## config.mk

```make
export PLATFORM = sky130hd
export DESIGN_NAME = m68k_cycle_reporter
export DESIGN_NICKNAME = d
export VERILOG_FILES = /design/src/rtl/m68k_cycle_reporter.sv
export SDC_FILE = /design/constraint.sdc
export NUM_CORES = 1
export LEC_CHECK = 0
export CAP_MARGIN = 20
export CORE_MARGIN = 2
export CORE_UTILIZATION = 35
export DETAILED_ROUTE_END_ITERATION = 8
export SLEW_MARGIN = 20
export SYNTH_ARGS = -nofsm -noshare
export SYNTH_HDL_FRONTEND = slang
export SYNTH_SLANG_ARGS = --single-unit
```

## constraint.sdc

```tcl
create_clock -name clk_sys -period 5.9 [get_ports clk_sys]
set_input_delay 1.18 -clock clk_sys [delete_from_list [all_inputs] [get_ports clk_sys]]
set_output_delay 1.18 -clock clk_sys [all_outputs]
set_load 0.01 [all_outputs]
```

## src/rtl/m68k_cycle_reporter.sv

```systemverilog
// m68k_cycle_reporter
//   Turns each synchronised m68k bus cycle into a fixed byte frame on the
//   AVR UART transmit handshake. The frame carries header, address, a control
//   byte {fc, uds, lds, rw, to_flag, 0} and, for writes, the 16-bit data.
//
// Ports
//   clk_sys, rst        system clock, synchronous active-high reset
//   cycle_start         one-cycle pulse: AS asserted, addr/control stable
//   cycle_addr/fc/rw    sampled A[23:0], FC[2:0], R/W (1 = read)
//   cycle_uds/lds       data strobes, active-high
//   wdata_valid, wdata  one-cycle pulse with sampled D[15:0] for writes
//   tx_data, new_tx_data, tx_busy   byte offer handshake to avr_interface
//   busy                frame capture or transmission in progress
//   frame_done          one-cycle pulse after the last byte is accepted
//   drop_count          saturating count of cycle_start pulses seen while busy

module m68k_cycle_reporter #(
    parameter logic [7:0]  HDR_READ      = 8'h52,
    parameter logic [7:0]  HDR_WRITE     = 8'h57,
    parameter int unsigned WDATA_TIMEOUT = 255
) (
    input  logic        clk_sys,
    input  logic        rst,
    input  logic        cycle_start,
    input  logic [23:0] cycle_addr,
    input  logic [2:0]  cycle_fc,
    input  logic        cycle_rw,
    input  logic        cycle_uds,
    input  logic        cycle_lds,
    input  logic        wdata_valid,
    input  logic [15:0] wdata,
    output logic [7:0]  tx_data,
    output logic        new_tx_data,
    input  logic        tx_busy,
    output logic        busy,
    output logic        frame_done,
    output logic [7:0]  drop_count
);

    localparam logic [1:0] ST_IDLE      = 2'd0;
    localparam logic [1:0] ST_WAIT_DATA = 2'd1;
    localparam logic [1:0] ST_SEND      = 2'd2;

    localparam logic [15:0] TIMEOUT_CNT = 16'(WDATA_TIMEOUT);

    logic [1:0]  state;
    logic [23:0] addr_q;
    logic [2:0]  fc_q;
    logic        rw_q;
    logic        uds_q;
    logic        lds_q;
    logic        to_flag_q;
    logic [15:0] data_q;
    logic [15:0] to_cnt;
    logic [2:0]  byte_idx;

    logic        accept;
    logic        last_byte;
    logic [7:0]  cur_byte;

    assign accept    = (state == ST_SEND) && !tx_busy;
    // Reads stop after the control byte; writes carry two data bytes more.
    assign last_byte = (byte_idx == (rw_q ? 3'd4 : 3'd6));

    always_comb begin
        cur_byte = 8'h00;
        case (byte_idx)
            3'd0:    cur_byte = rw_q ? HDR_READ : HDR_WRITE;
            3'd1:    cur_byte = addr_q[23:16];
            3'd2:    cur_byte = addr_q[15:8];
            3'd3:    cur_byte = addr_q[7:0];
            3'd4:    cur_byte = {fc_q, uds_q, lds_q, rw_q, to_flag_q, 1'b0};
            3'd5:    cur_byte = data_q[15:8];
            3'd6:    cur_byte = data_q[7:0];
            default: cur_byte = 8'h00;
        endcase
    end

    assign new_tx_data = (state == ST_SEND);
    // Keep the bus quiet outside SEND so the idle value is a clean zero.
    assign tx_data     = new_tx_data ? cur_byte : 8'h00;
    assign busy        = (state != ST_IDLE);

    always_ff @(posedge clk_sys) begin
        if (rst) begin
            state      <= ST_IDLE;
            addr_q     <= '0;
            fc_q       <= '0;
            rw_q       <= 1'b0;
            uds_q      <= 1'b0;
            lds_q      <= 1'b0;
            to_flag_q  <= 1'b0;
            data_q     <= '0;
            to_cnt     <= '0;
            byte_idx   <= '0;
            frame_done <= 1'b0;
            drop_count <= '0;
        end else begin
            frame_done <= 1'b0;

            // Any start while a frame is in flight is lost, including the
            // cycle in which the last byte is being accepted.
            if (cycle_start && busy && drop_count != 8'hFF)
                drop_count <= drop_count + 8'd1;

            case (state)
                ST_IDLE: begin
                    if (cycle_start) begin
                        addr_q    <= cycle_addr;
                        fc_q      <= cycle_fc;
                        rw_q      <= cycle_rw;
                        uds_q     <= cycle_uds;
                        lds_q     <= cycle_lds;
                        to_flag_q <= 1'b0;
                        to_cnt    <= '0;
                        byte_idx  <= '0;
                        state     <= cycle_rw ? ST_SEND : ST_WAIT_DATA;
                    end
                end
                ST_WAIT_DATA: begin
                    // Data has priority over a timeout in the same cycle.
                    if (wdata_valid) begin
                        data_q   <= wdata;
                        byte_idx <= '0;
                        state    <= ST_SEND;
                    end else if (to_cnt == TIMEOUT_CNT) begin
                        data_q    <= 16'hFFFF;
                        to_flag_q <= 1'b1;
                        byte_idx  <= '0;
                        state     <= ST_SEND;
                    end else begin
                        to_cnt <= to_cnt + 16'd1;
                    end
                end
                ST_SEND: begin
                    if (accept) begin
                        if (last_byte) begin
                            state      <= ST_IDLE;
                            frame_done <= 1'b1;
                        end else begin
                            byte_idx <= byte_idx + 3'd1;
                        end
                    end
                end
                default: state <= ST_IDLE;
            endcase
        end
    end

endmodule
```

==> Word-level counts from Yosys, hierarchy flattened <==
Cells that the tools add are included.
{ "word_totals": {"word_cells": 81, "ff_bits": 77, "output_inout_bits": 19, "input_bits": 51} }
{ "classes": {"n_reduce_logical": 17, "mux": 28, "n_eq_ne": 19, "bitwise_logic": 2, "add_sub_neg": 3} }
{ "ops": {"columns": ["cell", "n"], "rows": [
  ["$mux 16", 5],
  ["$pmux 8 s7", 1],
  ["$pmux 16 s2", 1],
  ["$mux 3", 6],
  ["$add 16x1->16 const B", 1],
  ["$eq 16x8->1 const B", 1],
  ["$mux 2", 7],
  ["$reduce_and 4->1", 3],
  ["$ne 2x2->1 const B", 5],
  ["$eq 3x3->1 const B", 3],
  ["$pmux 3 s3", 1],
  ["$add 8x1->8 const B", 1],
  ["$mux 8", 1],
  ["$ne 8x8->1 const B", 1],
  ["$eq 3x2->1 const B", 2],
  ["$pmux 2 s3", 1],
  ["$reduce_bool 2->1", 3],
  ["$reduce_and 5->1", 1],
  ["$mux 1", 4],
  ["$ne 2x1->1 const B", 2],
  ["$reduce_and 2->1", 2],
  ["$add 3x1->3 const B", 1],
  ["$eq 3x1->1 const B", 1],
  ["$eq 3x3->1", 1],
  ["11 further kinds", 14]
]} }

==> Longest topological paths before layout <==
{ "logic_depth": {"word_depth": 5, "depth_mapped": 7, "mapped_depth_nobuf": 6} }

==> Least setup slack after synthesis <==
Ideal clock, no wire load.
{ "synth_timing": {"path_type": "flip-flop to output port", "startpoint": "register byte_idx[2]", "endpoint": "output port tx_data[6]", "arrival_ns": 2.010, "path_stages_with_launch": 7, "required_time_ns": 4.720, "n_path_buf": 2, "setup_slack_ns": 2.710, "cell_sequence": "dfxtp_1 -> buf_2 -> clkinv_1 -> ha_1 -> clkbuf_1 -> o41ai_1 -> nor2_1"} }
{ "synth_via": {"elab_chain_len": 3, "elab_cells_between_ends": 9, "cone_classes": "eq/ne (6); mux (2); reduce/logical (1)"} }
{ "synth_lines": {"columns": ["item", "line_no", "source"], "rows": [
  ["start, declared", "55", "logic [2:0] byte_idx;"],
  ["start signal, assigned", "141", "byte_idx <= byte_idx + 3'd1;"],
  ["$eq 3x3->1, or another cell as far along", "67", "case (byte_idx)"],
  ["$pmux 8 s7 *", "67", null],
  ["$mux 8 *", "81", "assign tx_data = new_tx_data ? cur_byte : 8'h00;"],
  ["end, declared", "32", "output logic [7:0] tx_data,"]
]} }
Every way passes the cells marked *; elsewhere a longest branch is shown, timed or not.

==> Final worst setup path <==
{ "layout_timing": {"startpoint": "register byte_idx[2]", "endpoint": "output port tx_data[0]"} }
Same word-level chain as after synthesis.

==> metrics.txt <==
Cell Area, Synth roughly 3700 um2; Mapped Nets around 500; first drt pass iteration count 7; GRT Overall Usage 17.7%; initial antenna violation count 0; # port buffers ~70; clock buffer depth 2; VDD IR max 0.127 mV; Root Driver clkbuf_8; Switch Pwr approximately 0.28 mW; CTS tree done; Clock Power Share 34.1%; Hold Vio Cnt, Final 0; crit-path max FO 19; Comb power frac 15.1%; nets between 500 and 600; total congestion overflow 0; Hold Path Class reg2reg; CP max-delay cell dfxtp_1; Flop pwr share between 50 and 60%; Placed Cells ~620; vias in the first global route 3252; DRC violations left 0; post-place setup slack 1.99 ns; overall routed net length slightly below 10 mm; Final Worst Setup Slack about 1.6 ns; Crit Path Class reg2out; area grow syn2layout 24.6%; Mean Syn Cell Area between 8 and 9 um2; Detail Route Antenna Nets 0; sequential fraction of the synthesis area 41.3%; Vias/cell 5.27; Final Setup Violations 0; # rows 37; Gate Count Post-Synth ~440; TritonCTS Sinks 77; Worst Tran Pin Value between 0.7 and 0.8 ns; total CTS buffers 9; library cells used by synthesis 59; hpwl dp 7.08 mm; Clk Latency, worst-skew pair 0.34 ns; final std cell area, no fill 4650 um2; Die Wd 107 um; Max Slew Vio Count 0; drt initial violations between 200 and 250; Die Ht between 100 and 150 um; GPL Wtd Cong ~0.87; Leak 1.63 nW; WP buf/inv 2; unrepaired setup endpoints after global routing no; critical-path cell list clkinv_1 > ha_1 > a222oi_1 > a21oi_1 > clkdlybuf4s50_1; routed vias 3361; # diodes 0; hold buffers post-CTS 0; Top delay family on crit path buffers and inverters; Top FF cell, synth dfxtp_1; core area 10300 um2; internal power 0.823 mW; MaxCap Viol Count 0; CP Launch Type flip-flop; top cell type's share of synthesized area just over 40%; placed inst area approximately 4500 um2; Ports 70; most area-consuming cells after synthesis dfxtp_1 41%, nand2_1 8.3%, a21oi_1 6.4%; Post-CTS Resized 0; sw frac 25.5%; asr flop ratio synth 0%; cell taking the most area after synthesis dfxtp_1; Worst Path Required 4.72 ns; number of synthesized flops with an enable pin 0; largest net degree at the start of global routing 71; Critical Path Sink Type output port; pwr dens 238 nW/um2; max incr delay on CP 0.81 ns; first-pass GRT wire length 16.1 mm; Arr. time, crit path 3.12 ns; Total Power 1.11 mW; Die Area around 12000 um2; Slew headroom 49.1%; clock transition at the registers of the reported paths 0.07 ns; non-filler cells, final 638; share of layout cells above drive strength 1 11.4%; average wire per standard cell 15.5 um; Initial Util 36.2%; yosys warns 0; setup TNS 0 ns; Final period util ~73%; Post-CTS Setup Bufs 0; outcome finished clean; Max Clk Rate 233 MHz; Period minus WS final 4.30 ns; # fillers 1049; Synth Register Bits 77; H-tree depth 3; Setup Skew 0.00552 ns
power by group through the flow:
stage	clock network, mW	logic, mW	registers (mW)
after floorplan	0	0.102	0.564
after global placement	0	0.165	0.573
after detailed placement	0	0.168	0.573
after CTS	0.385	0.168	0.561
after global routing	0.405	0.184	0.564
final	0.377	0.167	0.561
worst register-to-register path, stage by stage (launching register included):
cell and delay (ns):
dfxtp_1 0.54, nor2_1 0.16, nand2_2 0.49, nand2b_1 0.39, or4_1 0.60, nand2_1 0.08
synth_stat cells (2+ instances only):
cell      instances
nand2_1          83
dfxtp_1          77
a21oi_1          48
nor2_1           47
clkbuf_1         18
nor2_2           10
nor3_2           10
xor2_1           10
nand3_1           9
nor3_1            9
ha_1              7
mux2_2            7
nand4_1           7
a22oi_1           6
inv_1             6
nand2b_1          6
or3_1             6
buf_2             5
o211ai_1          5
a222oi_1          4
o31ai_1           4
or4_1             4
a211oi_1          3
a31oi_1           3
and3_1            3
mux2i_1           3
a21o_1            2
a21oi_4           2
a221oi_1          2
a311oi_1          2
and4_1            2
buf_4             2
nor4_4            2
o21ai_0           2
o21ai_1           2
o311ai_1          2
o41ai_1           2
placed cells by master, fill, tap and decap left out, drive strengths merged, types with 5 or more instances in the layout:
cell type,count
a22oi,6
nor2,57
mux2,7
nor3,19
o211ai,5
xor2,10
inv,6
a21oi,50
o21ai,5
nand3,10
or3,6
nand2,83
clkdlybuf4s50,68
nand2b,7
clkbuf,12
ha,7
dfxtp,77
nand4,8
cells by family (layout without fill, tap and decap cells):
kind of cell | Yosys count | count (layout) | synth area share [%]
AND/OR/NAND/NOR | 207 | 207 | 28.4
adder cells (fa/ha/maj) | 7 | 7 | 2.35
AO/OA/AOI/OAI | 97 | 97 | 18.0
flip-flops | 77 | 77 | 41.3
buffers and inverters | 35 | 93 | 4.52
multiplexers | 10 | 10 | 2.92
XOR/XNOR | 11 | 11 | 2.58
sequential cells by signal (all words and copies together) (netlist names), 2 cells and up:
name	flops
state	2
addr_q	24
byte_idx	3
data_q	16
drop_count	8
fc_q	3
to_cnt	16
routing by layer:
layer,share of wire [%],global-route usage (%),vias up,wire [um]
li1,-,-,1666,-
met1,48,24.8,1592,4790
met2,44,27.8,94,4400
met3,5.8,2.78,9,575
met4,1.2,5.94,0,119
met5,0,0,-,0
path summary, 6_finish.rpt:
path	startpoint	slack, ns	end	cells after the start
hold reg to reg	addr_q[13]	0.46	addr_q[13]	2
hold / removal	addr_q[13]	0.46	addr_q[13]	2
setup / recovery	byte_idx[2]	1.60	tx_data[0]	5
setup reg to reg	state[1]	3.58	to_cnt[13]	5
final cells by class:
cell class	count	area, um2	area share (%)
Clock inverter	2	35.0	0.753
Clock buffer	12	145	3.12
Inverter	7	26.3	0.565
Timing Repair Buffer	72	708	15.2
Multi-Input combinational cell	332	2030	43.5
Tap cell	136	170	3.66
Sequential cell	77	1540	33.1
metrics by stage:
stage,util [%],hold WS (ns)
2_1_floorplan,-,0.433
3_3_place_gp,43.3,0.445
3_5_place_dp,43.3,0.448
4_1_cts,45.0,0.458
5_1_grt,45.1,0.477
6_report,45.1,0.461
No activity file was read; power rests on OpenSTA's default activity.
